===== src/rtl/burst_pattern_gen.sv =====
// Multi-channel counting burst generator: burst, hold window, optional loop, valid/ready output.
// Define BURST_PATTERN_GEN_XOUT_EN to drive o_data to all-x whenever o_valid is low.
module burst_pattern_gen #(
    parameter int DW    = 4,
    parameter int NCH   = 2,
    parameter int CNT_W = 8
) (
    input  logic                clk,
    input  logic                rst,
    input  logic                start,
    input  logic                abort,
    input  logic [DW-1:0]       cfg_init,
    input  logic [DW-1:0]       cfg_step,
    input  logic [CNT_W-1:0]    cfg_burst_len,
    input  logic [CNT_W-1:0]    cfg_hold_len,
    input  logic                cfg_loop,
    output logic                o_valid,
    input  logic                o_ready,
    output logic [NCH*DW-1:0]   o_data,
    output logic                busy,
    output logic                ev_burst,
    output logic                done
);

    typedef enum logic [1:0] {
        S_IDLE,
        S_RUN,
        S_HOLD,
        S_DONE
    } state_t;

    state_t             state;
    logic [DW-1:0]      value;
    logic [DW-1:0]      init_q;
    logic [DW-1:0]      step_q;
    logic [CNT_W-1:0]   blen_q;
    logic [CNT_W-1:0]   hlen_q;
    logic               loop_q;
    logic [CNT_W-1:0]   beat_cnt;
    logic [CNT_W-1:0]   hold_cnt;
    logic [NCH*DW-1:0]  data_q;
    logic               valid_q;
    logic               busy_q;
    logic               ev_q;
    logic               done_q;

    logic               hs;
    logic               last_beat;
    logic               hold_end;
    logic [DW-1:0]      next_value;

    function automatic logic [NCH*DW-1:0] fan_out(input logic [DW-1:0] base);
        logic [NCH*DW-1:0] d;
        d = '0;
        for (int unsigned c = 0; c < NCH; c++) begin
            d[c*DW +: DW] = base + DW'(c);
        end
        return d;
    endfunction

    assign hs         = valid_q & o_ready;
    // Lengths are nonzero whenever these are consulted, so len-1 never underflows.
    assign last_beat  = (beat_cnt == blen_q - CNT_W'(1));
    assign hold_end   = (hold_cnt == hlen_q - CNT_W'(1));
    assign next_value = value + step_q;

    always_ff @(posedge clk) begin
        if (rst) begin
            state    <= S_IDLE;
            value    <= '0;
            init_q   <= '0;
            step_q   <= '0;
            blen_q   <= '0;
            hlen_q   <= '0;
            loop_q   <= 1'b0;
            beat_cnt <= '0;
            hold_cnt <= '0;
            data_q   <= '0;
            valid_q  <= 1'b0;
            busy_q   <= 1'b0;
            ev_q     <= 1'b0;
            done_q   <= 1'b0;
        end else begin
            ev_q   <= 1'b0;
            done_q <= 1'b0;
            case (state)
                S_IDLE: begin
                    if (start && !abort) begin
                        init_q   <= cfg_init;
                        step_q   <= cfg_step;
                        blen_q   <= cfg_burst_len;
                        hlen_q   <= cfg_hold_len;
                        loop_q   <= cfg_loop;
                        value    <= cfg_init;
                        beat_cnt <= '0;
                        hold_cnt <= '0;
                        busy_q   <= 1'b1;
                        if (cfg_burst_len == '0) begin
                            state  <= S_DONE;
                            done_q <= 1'b1;
                        end else begin
                            state   <= S_RUN;
                            valid_q <= 1'b1;
                            ev_q    <= 1'b1;
                            data_q  <= fan_out(cfg_init);
                        end
                    end
                end

                S_RUN: begin
                    if (hs) begin
                        value    <= next_value;
                        beat_cnt <= beat_cnt + CNT_W'(1);
                    end
                    // Abort wins over the exit decision; the beat above is still counted.
                    if (abort) begin
                        state   <= S_IDLE;
                        valid_q <= 1'b0;
                        busy_q  <= 1'b0;
                    end else if (hs) begin
                        if (!last_beat) begin
                            data_q <= fan_out(next_value);
                        end else if (hlen_q != '0) begin
                            state    <= S_HOLD;
                            valid_q  <= 1'b0;
                            hold_cnt <= '0;
                        end else if (loop_q) begin
                            ev_q     <= 1'b1;
                            value    <= init_q;
                            beat_cnt <= '0;
                            data_q   <= fan_out(init_q);
                        end else begin
                            state   <= S_DONE;
                            valid_q <= 1'b0;
                            done_q  <= 1'b1;
                        end
                    end
                end

                S_HOLD: begin
                    if (abort) begin
                        state  <= S_IDLE;
                        busy_q <= 1'b0;
                    end else if (hold_end) begin
                        if (loop_q) begin
                            state    <= S_RUN;
                            valid_q  <= 1'b1;
                            ev_q     <= 1'b1;
                            value    <= init_q;
                            beat_cnt <= '0;
                            data_q   <= fan_out(init_q);
                        end else begin
                            state  <= S_DONE;
                            done_q <= 1'b1;
                        end
                    end else begin
                        hold_cnt <= hold_cnt + CNT_W'(1);
                    end
                end

                S_DONE: begin
                    state  <= S_IDLE;
                    busy_q <= 1'b0;
                end

                default: begin
                    state   <= S_IDLE;
                    valid_q <= 1'b0;
                    busy_q  <= 1'b0;
                end
            endcase
        end
    end

    assign o_valid  = valid_q;
    assign busy     = busy_q;
    assign ev_burst = ev_q;
    assign done     = done_q;

`ifdef BURST_PATTERN_GEN_XOUT_EN
    assign o_data = valid_q ? data_q : {(NCH*DW){1'bx}};
`else
    assign o_data = data_q;
`endif

endmodule


===== config.mk =====
export PLATFORM = sky130hd
export DESIGN_NAME = burst_pattern_gen
export DESIGN_NICKNAME = d
export VERILOG_FILES = /design/src/rtl/burst_pattern_gen.sv
export SDC_FILE = /design/constraint.sdc
export NUM_CORES = 1
export LEC_CHECK = 0
export BUFFER_PORTS_ARGS = -buffer_cell sky130_fd_sc_hd__clkbuf_2
export CAP_MARGIN = 40
export CORE_MARGIN = 1
export CORE_UTILIZATION = 32
export CTS_CLUSTER_SIZE = 12
export DETAILED_ROUTE_END_ITERATION = 8
export PLACE_DENSITY = 0.59
export SYNTH_ARGS = -nofsm -noshare
export SYNTH_HDL_FRONTEND = slang
export SYNTH_SLANG_ARGS = --single-unit

===== constraint.sdc =====
create_clock -name clk -period 7 [get_ports clk]
set_clock_uncertainty 0.05 [all_clocks]
set_input_delay 0.35 -clock clk [delete_from_list [all_inputs] [get_ports clk]]
set_output_delay 0.35 -clock clk [all_outputs]
set_load 0.005 [all_outputs]

==> results of run 1 <==
[per-layer routing]
metal	track usage (%)	vias to the layer above	part of all wire (%)
li1	-	1938	-
met1	24.1	1906	46
met2	30.7	112	47
met3	3.61	16	5.2
met4	6.32	0	1.9
met5	0	-	0
[state kept, by name, indices dropped and copies added (netlist names)]
name	cells
done	1
init_q	4
beat_cnt	8
state	2
blen_q	8
o_valid	1
ev_burst	1
o_data	8
loop_q	1
value	4
step_q	4
hold_cnt	8
hlen_q	8
busy	1
[cell type report]
type / count / area (sq um) / share of cell area (%)
Sequential cell: 59 / 1180 / 25.4
Clock buffer: 10 / 229 / 4.92
Clock inverter: 6 / 80.1 / 1.72
Inverter: 23 / 86.3 / 1.86
Timing Repair Buffer: 47 / 258 / 5.54
Multi-Input combinational cell: 397 / 2610 / 56.0
Tap cell: 168 / 210 / 4.52
[power groups by stage]
stage / sequential [uW] / clock, uW / combinational [uW]
floorplan: 456 / 0 / 627
global placement: 477 / 0 / 789
detailed placement: 480 / 0 / 811
CTS: 472 / 478 / 816
global route: 483 / 495 / 914
finish: 473 / 463 / 819
[stage by stage]
step                setup WS (ns)  util (%)
floorplan                    4.04         -
global placement             3.39      35.7
detailed placement           3.24      35.8
CTS                          3.20      38.4
global route                 2.91      38.4
finish                       3.21      38.4
[path summary, 6_finish.rpt]
path	start	endpoint	slack [ns]	depth (start not counted)
max	hlen_q[0]	o_data[1]	3.21	9
min	cfg_hold_len[3]	hlen_q[3]	0.19	3
max reg2reg	hlen_q[0]	o_data[1]	3.21	9
min reg2reg	blen_q[7]	blen_q[7]	0.41	2
[kinds of logic after synthesis]
logic type                 count (synthesis)  synth area share [%]
AOI/OAI and AO/OA                        155                  28.6
xor gates and xnor gates                  29                  6.35
adders and majority gates                 16                  5.19
buffers and inverters                     56                  5.41
DFF                                       59                  29.5
muxes                                      7                  1.75
and+or+nand+nor                          190                  23.2
[tightest hold or removal path, stage by stage]
cell	delay [ns]
clkbuf_2	0.08
nand2_1	0.05
a21oi_1	0.05
[placed cells by master, fill, tap and decap left out, drive strengths merged, types with 15 or more instances in the layout]
cell type  instances
nand3             21
nor2              27
a21oi             51
dfxtp             59
clkbuf            51
o21ai             15
nand2             77
ha                15
inv               22
xnor2             22
==> flow_summary.yaml, run 1 <==
outcome:
  outcome: "complete, no violations"
timing:
  number_of_pins_with_negative_max_slew_slack_in_the_final_report: 0
  finalCriticalPeriod_ns: 3.79
  timing.fmax_mhz: 264
  final_hold_vio_count: 0
  max_slew_margin_pct: 48.1
  fin_setup_tns_ns: 0
  hold-worst-slack_ns: 0.190
  period_share_pct: 54.2
  setup_viol_count_final: 0
  worst-slew-pin-transition_ns: 0.778
  rsz0062_at_grt: "no"
cells_and_area:
  final_net_count: 583
  filler_free_cell_count_of_the_finished_design: 710
  final.fill_count: 1279
  n_antenna_cell: 0
  final_design_area_no_fill_sq_um: 4650
  area.growth.synth_to_final_pct: 16.2
  layout-drive-gt1-share_pct: 15.9
synth:
  seq_area_frac_synth_pct: 29.5
  synth_ff_type: "dfxtp_1"
  ys_ff_latch: 59
  yosysWarnings: 0
  synthTopCellsByCount: "nand2_1, dfxtp_1, a21oi_1"
  yosys.area.top_type_share_pct: 29.5
  syn_nets: 558
  netlist-cell-type-count: 70
  synthArstFlopShare_pct: 0
  synthesis.instances: 512
  synth.avg_cell_area_sq_um: 7.82
  ys_top_cells_by_area: "dfxtp_1, nand2_1, a21oi_1"
  number_of_synthesized_flops_with_an_enable_pin: 0
  netlist_area_pre_place_sq_um: 4000
  synthDominantAreaCellType: "dfxtp_1"
  dominant_cell_by_count_in_the_synthesized_netlist: "nand2_1"
power:
  power.share.combinational_pct: 46.7
  internal_power_uw: 1030
  vdd_drop_max_v: 0.000197
  power_switching_share_pct: 41.6
  fin_total_pwr_uw: 1760
  power.density_nw_per_um2: 378
  p_seq_share_pct: 27.0
  power_frac_clock_pct: 26.4
  p_switching_uw: 729
  leakagePower_uw: 0.00172
die:
  num_rows: 40
  chipHeight_um: 114
  die-area_sq_um: 13000
  placeableCoreArea_sq_um: 12100
  die_width_um: 114
  num_io_pins: 42
  starting_utilization_of_the_core_area_pct: 33.0
cts:
  cts.hold.buffers_added: 0
  cts_max_path_buffers: 2
  cts_max_level: 3
  insertion_delay_of_the_later_clocked_pin_in_the_worst_skew_pair_ns: 0.33
  clkSlewWorstSetupHoldPaths_ns: 0.05
  post_cts_resize_count: 0
  tritoncts: "built"
  clockRootBuffer: "clkbuf_16"
  tritoncts.num_buffers: 9
  clock_sink_count: 59
  post-cts-setup-buffers: 0
critical_path:
  cell_with_the_largest_stage_delay_on_the_worst_path: "a21oi_1"
  timing.critical_path.to_type: "flop"
  launching_element_type_of_the_critical_path: "flop"
  crit_chain: "inv_1 -> ha_1 -> or4b_4 -> or3_4 -> a2111oi_4 -> o211ai_1 -> a21oi_1 -> nand2_1 -> o41ai_1"
  crit_type: "reg -> reg"
  worst_path_dominant_cell_family: "compound AO/OA/AOI/OAI gates"
  path_max_fanout: 11
  cp_data_required_time_ns: 7.18
  max_stage_delay_ns: 0.68
  critical_path.n_buffers_inverters: 1
  worstPathArrival_ns: 3.97
global_route:
  global_route_overflow: 0
  wire_length_of_the_first_global_routing_pass_um: 19100
  grtUsageTotal_pct: 18.5
  grt_start_max_net_pins: 50
  grt_pass1_vias: 3833
  grt_antenna_before_repair: 0
detailed_routing:
  drc: 0
  antenna_violating_nets_post_route: 0
  dr_total_vias: 3972
  drt_iter0_markers: 347
  post_drt_via_cell_ratio: 5.59
  drt_first_pass_iters: 5
  drt_wl_cell_um: 15.8
  drt_wl_total_um: 11200
placement:
  place.port_buffers: 41
  place.gp.congestion: 0.869
  post-dp-hpwl_um: 8080
  post_dp_area_sq_um: 4340
  placed_cells: 694
hold_path:
  min-delay-path-class: "in -> reg"
flow_run:
  drv.max_cap_violation_count: 0
No activity file was read; power rests on OpenSTA's default activity.
==> run 2: changes to the inputs <==
- PLACE_DENSITY: 0.59 -> 0.6
- clock period: 7 -> 3.1 ns (I/O delays scaled with it)
==> flow_summary.yaml, run 2 (synthesized netlist as in run 1, its figures left out) <==
timing:
  final_hold_vio_count: 0
  worst-slew-pin-transition_ns: 0.793
  number_of_pins_with_negative_max_slew_slack_in_the_final_report: 0
  period_share_pct: 95.2
  setup_viol_count_final: 0
  finalCriticalPeriod_ns: 2.95
  max_slew_margin_pct: 47.1
  rsz0062_at_grt: "no"
  timing.fmax_mhz: 339
global_route:
  grt_pass1_vias: 3908
  grt_antenna_before_repair: 0
  grtUsageTotal_pct: 19.2
  wire_length_of_the_first_global_routing_pass_um: 19500
  grt_start_max_net_pins: 49
  global_route_overflow: 0
power:
  leakagePower_uw: 0.00186
  fin_total_pwr_uw: 4250
  power.density_nw_per_um2: 856
  vdd_drop_max_v: 0.000484
die:
  chipHeight_um: 114
  die-area_sq_um: 13000
  die_width_um: 114
  num_io_pins: 42
  placeableCoreArea_sq_um: 12100
  starting_utilization_of_the_core_area_pct: 33.0
  num_rows: 40
cts:
  tritoncts: "built"
  clock_sink_count: 59
  insertion_delay_of_the_later_clocked_pin_in_the_worst_skew_pair_ns: 0.33
  cts_max_path_buffers: 2
  cts_max_level: 3
  clockRootBuffer: "clkbuf_16"
  clkSlewWorstSetupHoldPaths_ns: 0.05
  tritoncts.num_buffers: 9
detailed_routing:
  detailroute.wirelength.met2_um: 5770
  antenna_violating_nets_post_route: 0
  dr.max_layer_used: "met4"
  post_drt_via_cell_ratio: 5.56
  drt_wl_total_um: 11900
  drt_iter0_markers: 328
  drt_first_pass_iters: 5
  drc: 0
  drt_wl_cell_um: 16.1
  wl_met3_um: 624
  dr_total_vias: 4116
  wl_met1_um: 5300
flow_run:
  drv.max_cap_violation_count: 0
placement:
  placed_cells: 716
  place.port_buffers: 41
  place.gp.congestion: 0.880
  post-dp-hpwl_um: 8550
cells_and_area:
  filler_free_cell_count_of_the_finished_design: 740
  layout-drive-gt1-share_pct: 19.9
  n_antenna_cell: 0
  layout_commonest_cell: "nand2_1"
  area.growth.synth_to_final_pct: 23.9
  layout_common_cells: "nand2_1, dfxtp_1, a21oi_1"
  final_net_count: 613
critical_path:
  critical_path.n_buffers_inverters: 2
  crit_type: "reg -> reg"
  max_stage_delay_ns: 0.48
  crit_chain: "inv_1 -> ha_2 -> or4b_4 -> or3_4 -> a2111oi_4 -> o2111ai_4 -> buf_4 -> a211oi_1 -> xnor2_1 -> nor2_1"
  worst_path_dominant_cell_family: "compound AO/OA/AOI/OAI gates"
  cell_with_the_largest_stage_delay_on_the_worst_path: "or4b_4"
  cp_data_required_time_ns: 3.27
  path_max_fanout: 7
  worstPathArrival_ns: 3.12
  timing.critical_path.to_type: "flop"
  launching_element_type_of_the_critical_path: "flop"
outcome:
  outcome: "complete, no violations"
hold_path:
  min-delay-path-class: "in -> reg"
[run 2: changes by cell type in the layout (fill, tap and decap cells not counted), moves of 2 or more]
| cell | previous run | this run |
|---|---|---|
| a2111oi_2 | 2 | 0 |
| a2111oi_4 | 1 | 3 |
| buf_4 | 5 | 29 |
| clkinv_2 | 4 | 1 |
| clkinvlp_4 | 0 | 2 |
| dlygate4sd3_1 | 0 | 7 |
[run 2: area by class of cell]
type | instances | area, sq um
well taps | 168 | 210
clock buffers | 10 | 239
fillers | 1269 | 7150
clock inverters | 6 | 88.8
multi-input cells | 397 | 2660
repair buffers | 77 | 493
flip-flops and latches | 59 | 1180
inverters | 23 | 86.3
[run 2: worst register-to-register path, delay by kind of cell, from the launching register on]
kind / cells / cell delay (ns)
flops: 1 / 0.31
fa+ha+maj: 1 / 0.17
buf+inv: 2 / 0.31
xor+xnor: 1 / 0.15
compound gates: 3 / 0.97
simple gates: 3 / 0.89
[run 2: repair_timing]
item | in CTS | in global routing
gates cloned | 0 | 0
hold endpoints to repair | 7 | 0
endpoints found under the setup margin | 1 | 23
hold buffers | 7 | 0
pin swaps | 0 | 6
gates resized for setup | 1 | 7
setup buffers | 0 | 1
[run 2: worst paths after layout]
check             cells after the start          end  slack [ns]        startpoint
setup / recovery                     10  beat_cnt[2]        0.15         hlen_q[0]
hold / removal                        3    blen_q[5]       0.003  cfg_burst_len[5]
setup reg to reg                     10  beat_cnt[2]        0.15         hlen_q[0]
hold reg to reg                       2    step_q[0]        0.41         step_q[0]
[run 2: power breakdown]
group	leakage, uW	total (uW)	switching (uW)	internal [uW]
Sequential	0.000480	1050	145	903
Clock	0.000155	1100	377	725
Combinational	0.00123	2100	1250	842
[run 2: metal layers]
metal  global-route usage (%)  vias to the layer above
met4                     6.41                        0
met1                     24.9                     1975
met2                     31.7                      125
met5                        0                        -
li1                         -                     1997
met3                     3.88                       19
[run 2: stage by stage]
stage          cell area (sq um)  setup WS, ns  TNS (ns)  hold slack, ns  utilization (%)
2_1_floorplan               4000         0.142         0           0.241                -
3_3_place_gp                4500         0.107         0           0.328             37.1
3_5_place_dp                4500       -0.0210   -0.0210           0.335             37.1
4_1_cts                     4900       0.00237         0         0.00197             40.4
5_1_grt                     4960       0.00667         0          0.0110             41.0
6_report                    4960         0.150         0         0.00310             41.0
